--- src/rtl/i2c_pkg.sv ---
// ----------------------------------------------------------------------------
// i2c_pkg
// Shared types and constants for the I2C target (responder).
//   I2C_ADDR_WIDTH / I2C_DATA_WIDTH : address and data byte widths
//   i2c_slave_state_t               : protocol FSM state encoding
//   i2c_bus_event_t                 : decoded bus events (one-cycle flags)
// ----------------------------------------------------------------------------
package i2c_pkg;

  localparam int I2C_ADDR_WIDTH = 7;
  localparam int I2C_DATA_WIDTH = 8;

  typedef enum logic [3:0] {
    ST_IDLE,
    ST_ADDR,
    ST_ADDR_ACK,
    ST_WR_DATA,
    ST_WR_ACK,
    ST_RD_LOAD,
    ST_RD_DATA,
    ST_RD_ACK,
    ST_SKIP
  } i2c_slave_state_t;

  typedef struct packed {
    logic start;     // SDA fell while SCL high
    logic stop;      // SDA rose while SCL high
    logic scl_rise;
    logic scl_fall;
  } i2c_bus_event_t;

endpackage

--- src/rtl/i2c_slave_responder_if.sv ---
// ----------------------------------------------------------------------------
// i2c_slave_responder_if
// Bus pins plus user-side write/read handshake of the I2C target.
//   scl_i/sda_i     : bus levels seen by the target (asynchronous)
//   scl_o/sda_o     : open-drain drives, 1 = release, 0 = pull low
//   start_o/stop_o  : one-cycle bus condition pulses; busy_o START..STOP
//   wr_data_o/wr_valid_o          : received write byte + strobe
//   rd_req_o/rd_data_i/rd_valid_i : read byte request/handshake
//   rd_underrun_o   : pulse when 0xFF was substituted for a late read byte
// Modports: slave (the target), master (the bus/user side driving it).
// ----------------------------------------------------------------------------
interface i2c_slave_responder_if;
  import i2c_pkg::*;

  logic                      scl_i;
  logic                      sda_i;
  logic                      scl_o;
  logic                      sda_o;
  logic                      start_o;
  logic                      stop_o;
  logic                      busy_o;
  logic [I2C_DATA_WIDTH-1:0] wr_data_o;
  logic                      wr_valid_o;
  logic                      rd_req_o;
  logic [I2C_DATA_WIDTH-1:0] rd_data_i;
  logic                      rd_valid_i;
  logic                      rd_underrun_o;

  modport slave (
    input  scl_i, sda_i, rd_data_i, rd_valid_i,
    output scl_o, sda_o, start_o, stop_o, busy_o,
           wr_data_o, wr_valid_o, rd_req_o, rd_underrun_o
  );

  modport master (
    output scl_i, sda_i, rd_data_i, rd_valid_i,
    input  scl_o, sda_o, start_o, stop_o, busy_o,
           wr_data_o, wr_valid_o, rd_req_o, rd_underrun_o
  );

endinterface

--- src/rtl/i2c_bus_sync.sv ---
// ----------------------------------------------------------------------------
// i2c_bus_sync
// Brings the asynchronous SCL/SDA levels into the clk_i domain and decodes
// bus events from the synchronized samples.
//   clk_i, rst_ni : system clock, synchronous active-low reset
//   i_scl, i_sda  : raw bus levels
//   o_evt         : START / STOP / SCL rise / SCL fall, valid for one cycle
//   o_sda         : synchronized SDA, aligned with o_evt (data bit sample)
// Latency: a pin change shows up in o_evt two cycles later and is acted on
// by the FSM register on the third.
// ----------------------------------------------------------------------------
module i2c_bus_sync
  import i2c_pkg::*;
(
  input  logic           clk_i,
  input  logic           rst_ni,
  input  logic           i_scl,
  input  logic           i_sda,
  output i2c_bus_event_t o_evt,
  output logic           o_sda
);

  logic r_scl_meta, r_scl_sync, r_scl_prev;
  logic r_sda_meta, r_sda_sync, r_sda_prev;

  // NOTE: two flops before any logic looks at a pin; the first may go
  // metastable and must never fan out.
  always_ff @(posedge clk_i) begin
    // NOTE: reset to the idle bus level (high) so leaving reset on an idle
    // bus produces no phantom edge or START.
    if (!rst_ni) begin
      r_scl_meta <= 1'b1;
      r_scl_sync <= 1'b1;
      r_scl_prev <= 1'b1;
      r_sda_meta <= 1'b1;
      r_sda_sync <= 1'b1;
      r_sda_prev <= 1'b1;
    end else begin
      // NOTE: non-blocking assignments so every flop samples the pre-edge
      // value of its source, forming a real shift chain.
      r_scl_meta <= i_scl;
      r_scl_sync <= r_scl_meta;
      r_scl_prev <= r_scl_sync;
      r_sda_meta <= i_sda;
      r_sda_sync <= r_sda_meta;
      r_sda_prev <= r_sda_sync;
    end
  end

  // START/STOP require SCL high in both samples, so they never coincide
  // with an SCL edge flag.
  always_comb begin
    o_evt.start    = r_scl_sync &  r_scl_prev &  r_sda_prev & ~r_sda_sync;
    o_evt.stop     = r_scl_sync &  r_scl_prev & ~r_sda_prev &  r_sda_sync;
    o_evt.scl_rise = r_scl_sync & ~r_scl_prev;
    o_evt.scl_fall = ~r_scl_sync & r_scl_prev;
  end

  assign o_sda = r_sda_sync;

endmodule

--- src/rtl/i2c_slave_responder.sv ---
// ----------------------------------------------------------------------------
// i2c_slave_responder
// I2C target answering a single 7-bit address. Write bytes are presented on
// wr_data_o with a wr_valid_o strobe; read bytes are fetched through the
// rd_req_o / rd_valid_i handshake, one request per byte.
//   clk_i  : system clock (must be >= 16x SCL)
//   rst_ni : synchronous active-low reset
//   bus    : i2c_slave_responder_if.slave (bus pins + user handshake)
// Parameter SLAVE_ADDR: 7-bit target address (0x44 write / 0x45 read).
// Build option I2C_SLAVE_STRETCH_EN: when defined, a read byte that is not
// ready holds SCL low until it is; otherwise 0xFF is sent, rd_underrun_o
// pulses and scl_o is constantly released.
// ----------------------------------------------------------------------------
module i2c_slave_responder
  import i2c_pkg::*;
#(
  parameter logic [I2C_ADDR_WIDTH-1:0] SLAVE_ADDR = 7'h22
) (
  input  logic                  clk_i,
  input  logic                  rst_ni,
  i2c_slave_responder_if.slave  bus
);

`ifdef I2C_SLAVE_STRETCH_EN
  localparam bit STRETCH_EN = 1'b1;
`else
  localparam bit STRETCH_EN = 1'b0;
`endif

  i2c_bus_event_t            w_evt;
  logic                      w_sda;
  logic [I2C_DATA_WIDTH-1:0] w_byte;

  i2c_slave_state_t          r_state,    w_nxt_state;
  logic [2:0]                r_cnt,      w_nxt_cnt;
  logic [I2C_DATA_WIDTH-1:0] r_shift,    w_nxt_shift;
  logic                      r_rw,       w_nxt_rw;
  logic                      r_mack,     w_nxt_mack;
  logic                      r_sda_o,    w_nxt_sda_o;
  logic                      r_scl_o,    w_nxt_scl_o;
  logic                      r_rd_req,   w_nxt_rd_req;
  logic [I2C_DATA_WIDTH-1:0] r_wr_data,  w_nxt_wr_data;
  logic                      r_wr_valid, w_nxt_wr_valid;
  logic                      r_start,    w_nxt_start;
  logic                      r_stop,     w_nxt_stop;
  logic                      r_underrun, w_nxt_underrun;

  i2c_bus_sync u_sync (
    .clk_i  (clk_i),
    .rst_ni (rst_ni),
    .i_scl  (bus.scl_i),
    .i_sda  (bus.sda_i),
    .o_evt  (w_evt),
    .o_sda  (w_sda)
  );

  // Byte as it stands after shifting in the bit sampled on this SCL rise.
  assign w_byte = {r_shift[I2C_DATA_WIDTH-2:0], w_sda};

  always_comb begin
    // NOTE: defaults first; every path then leaves each signal assigned,
    // so no latch is inferred.
    w_nxt_state    = r_state;
    w_nxt_cnt      = r_cnt;
    w_nxt_shift    = r_shift;
    w_nxt_rw       = r_rw;
    w_nxt_mack     = r_mack;
    w_nxt_sda_o    = r_sda_o;
    w_nxt_scl_o    = r_scl_o;
    w_nxt_rd_req   = r_rd_req;
    w_nxt_wr_data  = r_wr_data;
    w_nxt_wr_valid = 1'b0;
    w_nxt_start    = 1'b0;
    w_nxt_stop     = 1'b0;
    w_nxt_underrun = 1'b0;

    if (w_evt.start) begin
      // START or repeated START restarts address reception from any state.
      w_nxt_state  = ST_ADDR;
      w_nxt_cnt    = '0;
      w_nxt_sda_o  = 1'b1;
      w_nxt_scl_o  = 1'b1;
      w_nxt_rd_req = 1'b0;
      w_nxt_start  = 1'b1;
    end else if (w_evt.stop) begin
      w_nxt_stop = 1'b1;
      if (r_state != ST_IDLE) begin
        w_nxt_state  = ST_IDLE;
        w_nxt_cnt    = '0;
        w_nxt_sda_o  = 1'b1;
        w_nxt_scl_o  = 1'b1;
        w_nxt_rd_req = 1'b0;
      end
    end else begin
      unique case (r_state)
        ST_ADDR: begin
          if (w_evt.scl_rise) begin
            w_nxt_shift = w_byte;
            if (r_cnt == 3'd7) begin
              w_nxt_cnt   = '0;
              w_nxt_rw    = w_byte[0];
              w_nxt_state = (w_byte[7:1] == SLAVE_ADDR) ? ST_ADDR_ACK : ST_SKIP;
            end else begin
              w_nxt_cnt = r_cnt + 3'd1;
            end
          end
        end

        // ACK states: the first SCL fall (end of bit 8) pulls SDA low, the
        // second (end of the ACK clock) releases it and moves on.
        ST_ADDR_ACK: begin
          if (w_evt.scl_fall) begin
            if (r_cnt == 3'd0) begin
              w_nxt_sda_o = 1'b0;
              w_nxt_cnt   = 3'd1;
            end else begin
              w_nxt_sda_o = 1'b1;
              w_nxt_cnt   = '0;
              if (r_rw) begin
                w_nxt_state  = ST_RD_LOAD;
                w_nxt_rd_req = 1'b1;
                if (STRETCH_EN) w_nxt_scl_o = 1'b0;
              end else begin
                w_nxt_state = ST_WR_DATA;
              end
            end
          end
        end

        ST_WR_DATA: begin
          if (w_evt.scl_rise) begin
            w_nxt_shift = w_byte;
            if (r_cnt == 3'd7) begin
              w_nxt_cnt      = '0;
              w_nxt_wr_data  = w_byte;
              w_nxt_wr_valid = 1'b1;
              w_nxt_state    = ST_WR_ACK;
            end else begin
              w_nxt_cnt = r_cnt + 3'd1;
            end
          end
        end

        ST_WR_ACK: begin
          if (w_evt.scl_fall) begin
            if (r_cnt == 3'd0) begin
              w_nxt_sda_o = 1'b0;
              w_nxt_cnt   = 3'd1;
            end else begin
              w_nxt_sda_o = 1'b1;
              w_nxt_cnt   = '0;
              w_nxt_state = ST_WR_DATA;
            end
          end
        end

        // SCL is low here; bit 7 goes out as soon as the byte is known.
        ST_RD_LOAD: begin
          if (r_rd_req && bus.rd_valid_i) begin
            w_nxt_shift  = bus.rd_data_i;
            w_nxt_sda_o  = bus.rd_data_i[7];
            w_nxt_rd_req = 1'b0;
            w_nxt_scl_o  = 1'b1;
            w_nxt_cnt    = '0;
            w_nxt_state  = ST_RD_DATA;
          end else if (!STRETCH_EN) begin
            // Deadline missed: send all-ones, which leaves SDA released.
            w_nxt_shift    = '1;
            w_nxt_sda_o    = 1'b1;
            w_nxt_rd_req   = 1'b0;
            w_nxt_underrun = 1'b1;
            w_nxt_cnt      = '0;
            w_nxt_state    = ST_RD_DATA;
          end
        end

        // Each SCL fall ends one bit; the eighth releases SDA for the
        // master's ACK.
        ST_RD_DATA: begin
          if (w_evt.scl_fall) begin
            if (r_cnt == 3'd7) begin
              w_nxt_sda_o = 1'b1;
              w_nxt_cnt   = '0;
              w_nxt_state = ST_RD_ACK;
            end else begin
              w_nxt_sda_o = r_shift[6];
              w_nxt_shift = {r_shift[I2C_DATA_WIDTH-2:0], 1'b0};
              w_nxt_cnt   = r_cnt + 3'd1;
            end
          end
        end

        ST_RD_ACK: begin
          if (w_evt.scl_rise) begin
            w_nxt_mack = ~w_sda;
          end else if (w_evt.scl_fall) begin
            if (r_mack) begin
              w_nxt_state  = ST_RD_LOAD;
              w_nxt_rd_req = 1'b1;
              if (STRETCH_EN) w_nxt_scl_o = 1'b0;
            end else begin
              w_nxt_state = ST_SKIP;
            end
          end
        end

        ST_IDLE, ST_SKIP: ;

        default: w_nxt_state = ST_IDLE;
      endcase
    end
  end

  always_ff @(posedge clk_i) begin
    if (!rst_ni) begin
      r_state    <= ST_IDLE;
      r_cnt      <= '0;
      r_shift    <= '0;
      r_rw       <= 1'b0;
      r_mack     <= 1'b0;
      r_sda_o    <= 1'b1;
      r_scl_o    <= 1'b1;
      r_rd_req   <= 1'b0;
      r_wr_data  <= '0;
      r_wr_valid <= 1'b0;
      r_start    <= 1'b0;
      r_stop     <= 1'b0;
      r_underrun <= 1'b0;
    end else begin
      r_state    <= w_nxt_state;
      r_cnt      <= w_nxt_cnt;
      r_shift    <= w_nxt_shift;
      r_rw       <= w_nxt_rw;
      r_mack     <= w_nxt_mack;
      r_sda_o    <= w_nxt_sda_o;
      r_scl_o    <= w_nxt_scl_o;
      r_rd_req   <= w_nxt_rd_req;
      r_wr_data  <= w_nxt_wr_data;
      r_wr_valid <= w_nxt_wr_valid;
      r_start    <= w_nxt_start;
      r_stop     <= w_nxt_stop;
      r_underrun <= w_nxt_underrun;
    end
  end

  assign bus.sda_o         = r_sda_o;
  assign bus.scl_o         = STRETCH_EN ? r_scl_o : 1'b1;
  assign bus.busy_o        = (r_state != ST_IDLE);
  assign bus.start_o       = r_start;
  assign bus.stop_o        = r_stop;
  assign bus.wr_data_o     = r_wr_data;
  assign bus.wr_valid_o    = r_wr_valid;
  assign bus.rd_req_o      = r_rd_req;
  assign bus.rd_underrun_o = r_underrun;

endmodule
--- src/flat_wrapper.sv ---
// flat-port wrapper written by rule: the top's interface ports become plain ports
module i2c_slave_responder_flat import i2c_pkg::*;
#(
  parameter logic [I2C_ADDR_WIDTH-1:0] SLAVE_ADDR = 7'h22
)
  (clk_i, rst_ni, bus_scl_i, bus_sda_i, bus_rd_data_i, bus_rd_valid_i, bus_scl_o, bus_sda_o, bus_start_o, bus_stop_o, bus_busy_o, bus_wr_data_o, bus_wr_valid_o, bus_rd_req_o, bus_rd_underrun_o);
  i2c_slave_responder_if bus_i ();
  input  logic clk_i;
  input  logic rst_ni;
  input wire logic [$bits(bus_i.scl_i)-1:0] bus_scl_i;
  input wire logic [$bits(bus_i.sda_i)-1:0] bus_sda_i;
  input wire logic [$bits(bus_i.rd_data_i)-1:0] bus_rd_data_i;
  input wire logic [$bits(bus_i.rd_valid_i)-1:0] bus_rd_valid_i;
  output wire logic [$bits(bus_i.scl_o)-1:0] bus_scl_o;
  output wire logic [$bits(bus_i.sda_o)-1:0] bus_sda_o;
  output wire logic [$bits(bus_i.start_o)-1:0] bus_start_o;
  output wire logic [$bits(bus_i.stop_o)-1:0] bus_stop_o;
  output wire logic [$bits(bus_i.busy_o)-1:0] bus_busy_o;
  output wire logic [$bits(bus_i.wr_data_o)-1:0] bus_wr_data_o;
  output wire logic [$bits(bus_i.wr_valid_o)-1:0] bus_wr_valid_o;
  output wire logic [$bits(bus_i.rd_req_o)-1:0] bus_rd_req_o;
  output wire logic [$bits(bus_i.rd_underrun_o)-1:0] bus_rd_underrun_o;
  assign bus_i.scl_i = bus_scl_i;
  assign bus_i.sda_i = bus_sda_i;
  assign bus_i.rd_data_i = bus_rd_data_i;
  assign bus_i.rd_valid_i = bus_rd_valid_i;
  assign bus_scl_o = bus_i.scl_o;
  assign bus_sda_o = bus_i.sda_o;
  assign bus_start_o = bus_i.start_o;
  assign bus_stop_o = bus_i.stop_o;
  assign bus_busy_o = bus_i.busy_o;
  assign bus_wr_data_o = bus_i.wr_data_o;
  assign bus_wr_valid_o = bus_i.wr_valid_o;
  assign bus_rd_req_o = bus_i.rd_req_o;
  assign bus_rd_underrun_o = bus_i.rd_underrun_o;
  i2c_slave_responder #(.SLAVE_ADDR(SLAVE_ADDR)) u_core (.clk_i(clk_i), .rst_ni(rst_ni), .bus(bus_i));
endmodule
--- config.mk ---
export PLATFORM = sky130hd
export DESIGN_NAME = i2c_slave_responder_flat
export DESIGN_NICKNAME = d
export VERILOG_FILES = /design/src/rtl/i2c_pkg.sv /design/src/rtl/i2c_slave_responder_if.sv /design/src/rtl/i2c_bus_sync.sv /design/src/rtl/i2c_slave_responder.sv /design/src/flat_wrapper.sv
export SDC_FILE = /design/constraint.sdc
export NUM_CORES = 1
export LEC_CHECK = 0
export BUFFER_PORTS_ARGS = -buffer_cell sky130_fd_sc_hd__buf_4
export CAP_MARGIN = 20
export CELL_PAD_IN_SITES_DETAIL_PLACEMENT = 1
export CELL_PAD_IN_SITES_GLOBAL_PLACEMENT = 1
export CORE_MARGIN = 10
export CORE_UTILIZATION = 40
export DETAILED_ROUTE_END_ITERATION = 16
export PLACE_DENSITY = 0.73
export SYNTH_ARGS = -nofsm -noshare
export SYNTH_HDL_FRONTEND = slang
export SYNTH_SLANG_ARGS = --single-unit
--- constraint.sdc ---
create_clock -name clk_i -period 2.4 [get_ports clk_i]
set_input_delay 0.24 -clock clk_i [delete_from_list [all_inputs] [get_ports clk_i]]
set_output_delay 0.24 -clock clk_i [all_outputs]
set_load 0.02 [all_outputs]
==> impl_metrics.json, run 1 <==
{
  "outcome": "finished, final reports clean",
  "syn_area_per_cell_um2": 8.16,
  "gp_congestion": 0.878,
  "required_ns": 2.63,
  "r2r_slack_ns": 0.27,
  "cp.arrival_ns": 2.36,
  "synth_nets": 256,
  "cp.depth": 6,
  "ir_drop_v": 0.000334,
  "grt_util_all_layers_pct": 14.8,
  "postRouteAntennaNets": 0,
  "cts-root-buf": "clkbuf_8",
  "cp_top_family": "simple AND/OR/NAND/NOR gates",
  "post_cts_resized": 0,
  "yosysWarnings": 0,
  "syn_inst": 240,
  "insertion_delay_ns": 0.30,
  "worstHoldStart": "bus_scl_i",
  "dieHeight_um": 90.0,
  "synth.distinct_cells": 49,
  "slew_headroom_pct": 62.3,
  "placed_cell_area_mm2": 0.00225,
  "num_antenna_cells": 0,
  "fin_cells": 339,
  "fin_nets": 287,
  "cpPeakStageDelay_ns": 0.68,
  "numPortBuffers": 27,
  "start_util_pct": 41.5,
  "drv_slew": 0,
  "hpwl_mm": 4.42,
  "min_period_over_period_pct": 88.7,
  "ys_top_cells_by_area": "dfxtp_1 (37%), nand2b_1 (7.0%), mux2i_1 (5.6%), nor2_1 (4.6%), nand2_1 (4.0%)",
  "gr-total-overflow": 0,
  "rr_worst_depth": 6,
  "syn_area_mm2": 0.00196,
  "grt_pass1_wl_mm": 9.98,
  "endpoint_kind": "register",
  "post-route-min-period_ns": 2.13,
  "clk_pin_slew_ns": 0.08,
  "ys_seq_area_share_pct": 36.8,
  "fin_total_pwr_mw": 1.17,
  "ys_async_sr_fraction_pct": 0,
  "criticalPathCategory": "reg -> reg",
  "die-area_mm2": 0.00810,
  "drt-initial-drc-count": 183,
  "drive_gt1_share_pct": 20.6,
  "rows": 25,
  "die_w_um": 90.0,
  "critPathSlowestCell": "dfxtp_1",
  "endpoint": "u_core.r_state[3]",
  "tns_ns": 0,
  "area_delta_synth_final_pct": 19.9,
  "p_leak_nw": 0.954,
  "design_area_mm2": 0.00235,
  "cts_buffers": 5,
  "cts_hold_buf": 0,
  "synth_area_leader_cell": "dfxtp_1",
  "power.density_mw_per_mm2": 499,
  "viasPerCell": 5.58,
  "synth_common_cells": "dfxtp_1 (36), nor2_1 (24), nand2b_1 (22)",
  "place_inst": 331,
  "worstReg2RegStart": "u_core.r_state[2]",
  "h-tree-depth": 2,
  "synth_top_area_share_pct": 36.8,
  "finalClockSkew_ns": 0.00824,
  "dr.pass1.iters": 4,
  "synth-edff-count": 0,
  "ys_seq_elements": 36,
  "yosys_most_used_dff": "dfxtp_1",
  "hp-class": "in -> reg",
  "antenna_found_initial": 0,
  "drc": 0,
  "cts_tree": "done",
  "nFillCells": 589,
  "drv_cap": 0,
  "finalHoldViolations": 0,
  "routed_wl_mm": 6.02,
  "grt_pass1_vias": 1905,
  "path_buf_inv": 1,
  "cp-start-kind": "register",
  "startpoint": "u_core.r_state[2]",
  "tightest_slew_ns": 0.564,
  "cp_cell_sequence": "nand2b_1, clkinv_1, a32oi_1, and3_1, nor4b_4, a32o_1",
  "critPathMaxFanout": 18,
  "synthMostInstantiatedCell": "dfxtp_1",
  "finalSetupViolCount": 0,
  "timing.rr.end": "u_core.r_state[3]",
  "vias": 1891,
  "io_pins": 29,
  "core_area_mm2": 0.00472,
  "max_freq_ghz": 0.470,
  "cts.path.max_buffers": 2,
  "rsz0062_at_grt": "no",
  "clock_sinks": 36,
  "routedWlPerCell_um": 17.8,
  "grt_max_degree": 20,
  "post_cts_buffers": 0
}
[cell type report]
cell class	count	area, um2	share of cell area [%]
tap	67	83.8	3.57
multi-input combinational	183	1140	48.4
clock inverter	2	13.8	0.586
inverter	7	26.3	1.12
timing repair buffer	38	285	12.1
sequential	36	721	30.7
clock buffer	6	82.6	3.51
[per-stage QoR]
step / hold slack (ns) / utilization (%) / setup slack [ns]
finish: 0.119 / 49.7 / 0.270
global route: 0.143 / 49.7 / 0.136
global placement: 0.389 / 47.7 / 0.385
floorplan: 0.341 / - / 0.657
CTS: 0.120 / 49.7 / 0.313
detailed placement: 0.397 / 47.7 / 0.342
[cell usage in the layout, fill, tap and decap left out, types with 2 or more instances in the layout]
cell type | Yosys | final
nor2_1 | 24 | 24
o21ai_0 | 13 | 13
o21ai_1 | 5 | 5
mux2i_1 | 11 | 11
a211oi_1 | 2 | 2
buf_4 | 5 | 38
a21oi_1 | 14 | 14
a32o_1 | 2 | 2
inv_1 | 5 | 5
a31oi_1 | 4 | 4
nand3_1 | 6 | 6
nand4_1 | 5 | 5
nand2_1 | 21 | 21
nand2b_1 | 22 | 22
o22ai_1 | 5 | 5
nor4_1 | 2 | 2
and3_1 | 2 | 2
nor2b_1 | 2 | 2
nor3_1 | 3 | 3
dfxtp_1 | 36 | 36
clkbuf_8 | 0 | 6
o211ai_1 | 7 | 7
or3_1 | 7 | 7
o31ai_1 | 2 | 2
ha_1 | 3 | 3
a22oi_1 | 2 | 2
[metal layers]
layer | vias up | wire length, um | GRT usage, %
li1 | 930 | - | -
met5 | - | 0 | 0
met2 | 52 | 2880 | 23.9
met4 | 0 | 99 | 4.51
met3 | 13 | 390 | 3.57
met1 | 896 | 2650 | 18.9
[power breakdown]
| group | total [mW] | switching, mW | internal [mW] |
|---|---|---|---|
| logic | 0.0972 | 0.0578 | 0.0395 |
| clock network | 0.465 | 0.230 | 0.235 |
| registers | 0.610 | 0.00711 | 0.603 |
[sequential cells by signal (all words and copies together) (netlist names), 3 cells and up]
register / cells
u_core.bus.wr_data_o: 8
u_core.r_state: 4
u_core.r_cnt: 3
u_core.r_shift: 7
[how the worst min path moves through the flow]
stage / slack [ns] / cells past startpoint / end
global route: 0.14 / 2 / u_core.u_sync.r_sda_meta
CTS: 0.12 / 2 / u_core.u_sync.r_scl_meta
detailed placement: 0.40 / 1 / u_core.u_sync.r_scl_sync
finish: 0.12 / 2 / u_core.u_sync.r_scl_meta
floorplan: 0.34 / 1 / u_core.u_sync.r_scl_meta
global placement: 0.39 / 1 / u_core.u_sync.o_sda
[kinds of logic after synthesis]
family	count (synthesis)	share of synthesized area, %
adder cells (fa/ha/maj)	3	1.92
AO/OA/AOI/OAI	63	20.7
multiplexers	12	6.19
other	1	0.191
AND/OR/NAND/NOR	104	29.1
flip-flops	36	36.8
buffers and inverters	21	5.17
No activity file was read; power rests on OpenSTA's default activity.
==> run 2: changes to the inputs <==
CELL_PAD_IN_SITES_DETAIL_PLACEMENT = 0   (was 1)
CELL_PAD_IN_SITES_GLOBAL_PLACEMENT = 2   (was 1)
CORE_UTILIZATION = 33   (was 40)
PLACE_DENSITY = 0.75   (was 0.73)
==> impl_metrics.json, run 2 (synthesized netlist as in run 1, its figures left out) <==
{
  "fin_ws_ns": 0.451,
  "hpwl_mm": 4.27,
  "drive_gt1_share_pct": 20.6,
  "cts-root-buf": "clkbuf_8",
  "startpoint": "u_core.r_cnt[0]",
  "timing.rr.end": "u_core.r_shift[6]",
  "dr.pass1.iters": 4,
  "finalHoldViolations": 0,
  "power.density_mw_per_mm2": 482,
  "final_cell_mix": "buf_4 (38), dfxtp_1 (36), nor2_1 (24)",
  "drv_slew": 0,
  "rr_worst_depth": 8,
  "endpoint": "u_core.r_shift[6]",
  "max_freq_ghz": 0.513,
  "cp_top_family": "adder cells",
  "seqPwrFrac_pct": 53.7,
  "die_w_um": 97.1,
  "cts_hold_buf": 0,
  "cts_tree": "done",
  "grt_pass1_vias": 1813,
  "worstReg2RegStart": "u_core.r_cnt[0]",
  "pwr-share-comb_pct": 8.7,
  "cts_buffers": 5,
  "switching_share_pct": 25.4,
  "cts.path.max_buffers": 2,
  "cp.arrival_ns": 2.16,
  "path_buf_inv": 1,
  "rsz0062_at_grt": "no",
  "grt_pass1_wl_mm": 9.57,
  "routedWlPerCell_um": 16.5,
  "endpoint_kind": "register",
  "final_common_cell": "buf_4",
  "vias": 1861,
  "drv_cap": 0,
  "rows": 28,
  "hp-class": "in -> reg",
  "area_delta_synth_final_pct": 20.0,
  "cp_cell_sequence": "ha_1, ha_1, nor4_1, a21oi_1, nor3_2, buf_4, o211ai_1, a21oi_1",
  "critPathMaxFanout": 14,
  "fin_cells": 347,
  "post_cts_buffers": 0,
  "gr-total-overflow": 0,
  "num_antenna_cells": 0,
  "finalClockSkew_ns": 0.0134,
  "start_util_pct": 33.5,
  "required_ns": 2.61,
  "cp.depth": 8,
  "r2r_slack_ns": 0.45,
  "switchingPower_uw": 288,
  "finalSetupViolCount": 0,
  "post-route-min-period_ns": 1.95,
  "drc": 0,
  "place_ws_ns": 0.497,
  "utilization_pct": 40.2,
  "gp_congestion": 0.931,
  "tns_ns": 0,
  "antenna_found_initial": 0,
  "core_area_mm2": 0.00585,
  "p_leak_nw": 0.950,
  "dieHeight_um": 97.1,
  "h-tree-depth": 2,
  "grt_max_degree": 20,
  "slew_headroom_pct": 64.1,
  "critPathSlowestCell": "dfxtp_1",
  "post_cts_resized": 0,
  "routed_wl_mm": 5.71,
  "viasPerCell": 5.36,
  "die-area_mm2": 0.00942,
  "p_int_uw": 846,
  "insertion_delay_ns": 0.29,
  "tightest_slew_ns": 0.538,
  "clk_pin_slew_ns": 0.08,
  "outcome": "finished, final reports clean",
  "grt_util_all_layers_pct": 11.9,
  "numPortBuffers": 27,
  "power.share.clock_pct": 37.6,
  "criticalPathCategory": "reg -> reg",
  "place_inst": 339,
  "io_pins": 29,
  "largest_reg_flops": 8,
  "drt-initial-drc-count": 190,
  "fin_nets": 287,
  "postRouteAntennaNets": 0,
  "cpPeakStageDelay_ns": 0.35,
  "clock_sinks": 36,
  "ir_drop_v": 0.000440,
  "min_period_over_period_pct": 81.2,
  "cp-start-kind": "register"
}
[run 2: cell types whose count changed in the layout (fill, tap and decap cells not counted)]
cell / change
inv_6: -1
clkinv_2: +1
clkbuf_8: -1
clkinv_4: +1
[run 2: worst min path at each step]
stage	end	depth (start not counted)	start
finish	u_core.u_sync.r_sda_meta	2	bus_sda_i
global route	u_core.u_sync.r_sda_meta	2	bus_sda_i
CTS	u_core.u_sync.r_sda_meta	2	bus_sda_i
detailed placement	u_core.u_sync.r_scl_sync	1	u_core.u_sync.r_scl_meta
global placement	u_core.u_sync.o_sda	1	u_core.u_sync.r_sda_meta
floorplan	u_core.u_sync.r_scl_meta	1	bus_scl_i
[run 2: final cells by class]
cell class,instances,area (um2)
Clock inverter,3,18.8
Fill cell,625,3500
Timing Repair Buffer,38,285
Inverter,7,26.3
Multi-Input combinational cell,183,1140
Clock buffer,5,68.8
Sequential cell,36,721
Tap cell,75,93.8
[run 2: power groups by stage]
stage	Combinational, mW	Sequential, mW	Clock (mW)
6_report	0.0983	0.609	0.427
5_1_grt	0.108	0.610	0.467
4_1_cts	0.0988	0.609	0.443
3_5_place_dp	0.0987	0.623	0
3_3_place_gp	0.101	0.623	0
2_1_floorplan	0.0587	0.622	0
[run 2: metrics by stage]
stage | instance area (um2) | hold slack, ns | total power [mW]
global placement | 2260 | 0.395 | 0.724
floorplan | 1960 | 0.341 | 0.681
finish | 2350 | 0.135 | 1.13
CTS | 2350 | 0.129 | 1.15
detailed placement | 2260 | 0.398 | 0.721
global route | 2350 | 0.135 | 1.18
[run 2: per-layer routing]
| metal | share of wire [%] | track usage [%] |
|---|---|---|
| met3 | 6.0 | 2.92 |
| met2 | 48 | 19.7 |
| met1 | 45 | 15.5 |
| met5 | 0 | 0 |
| met4 | 0.53 | 2.04 |
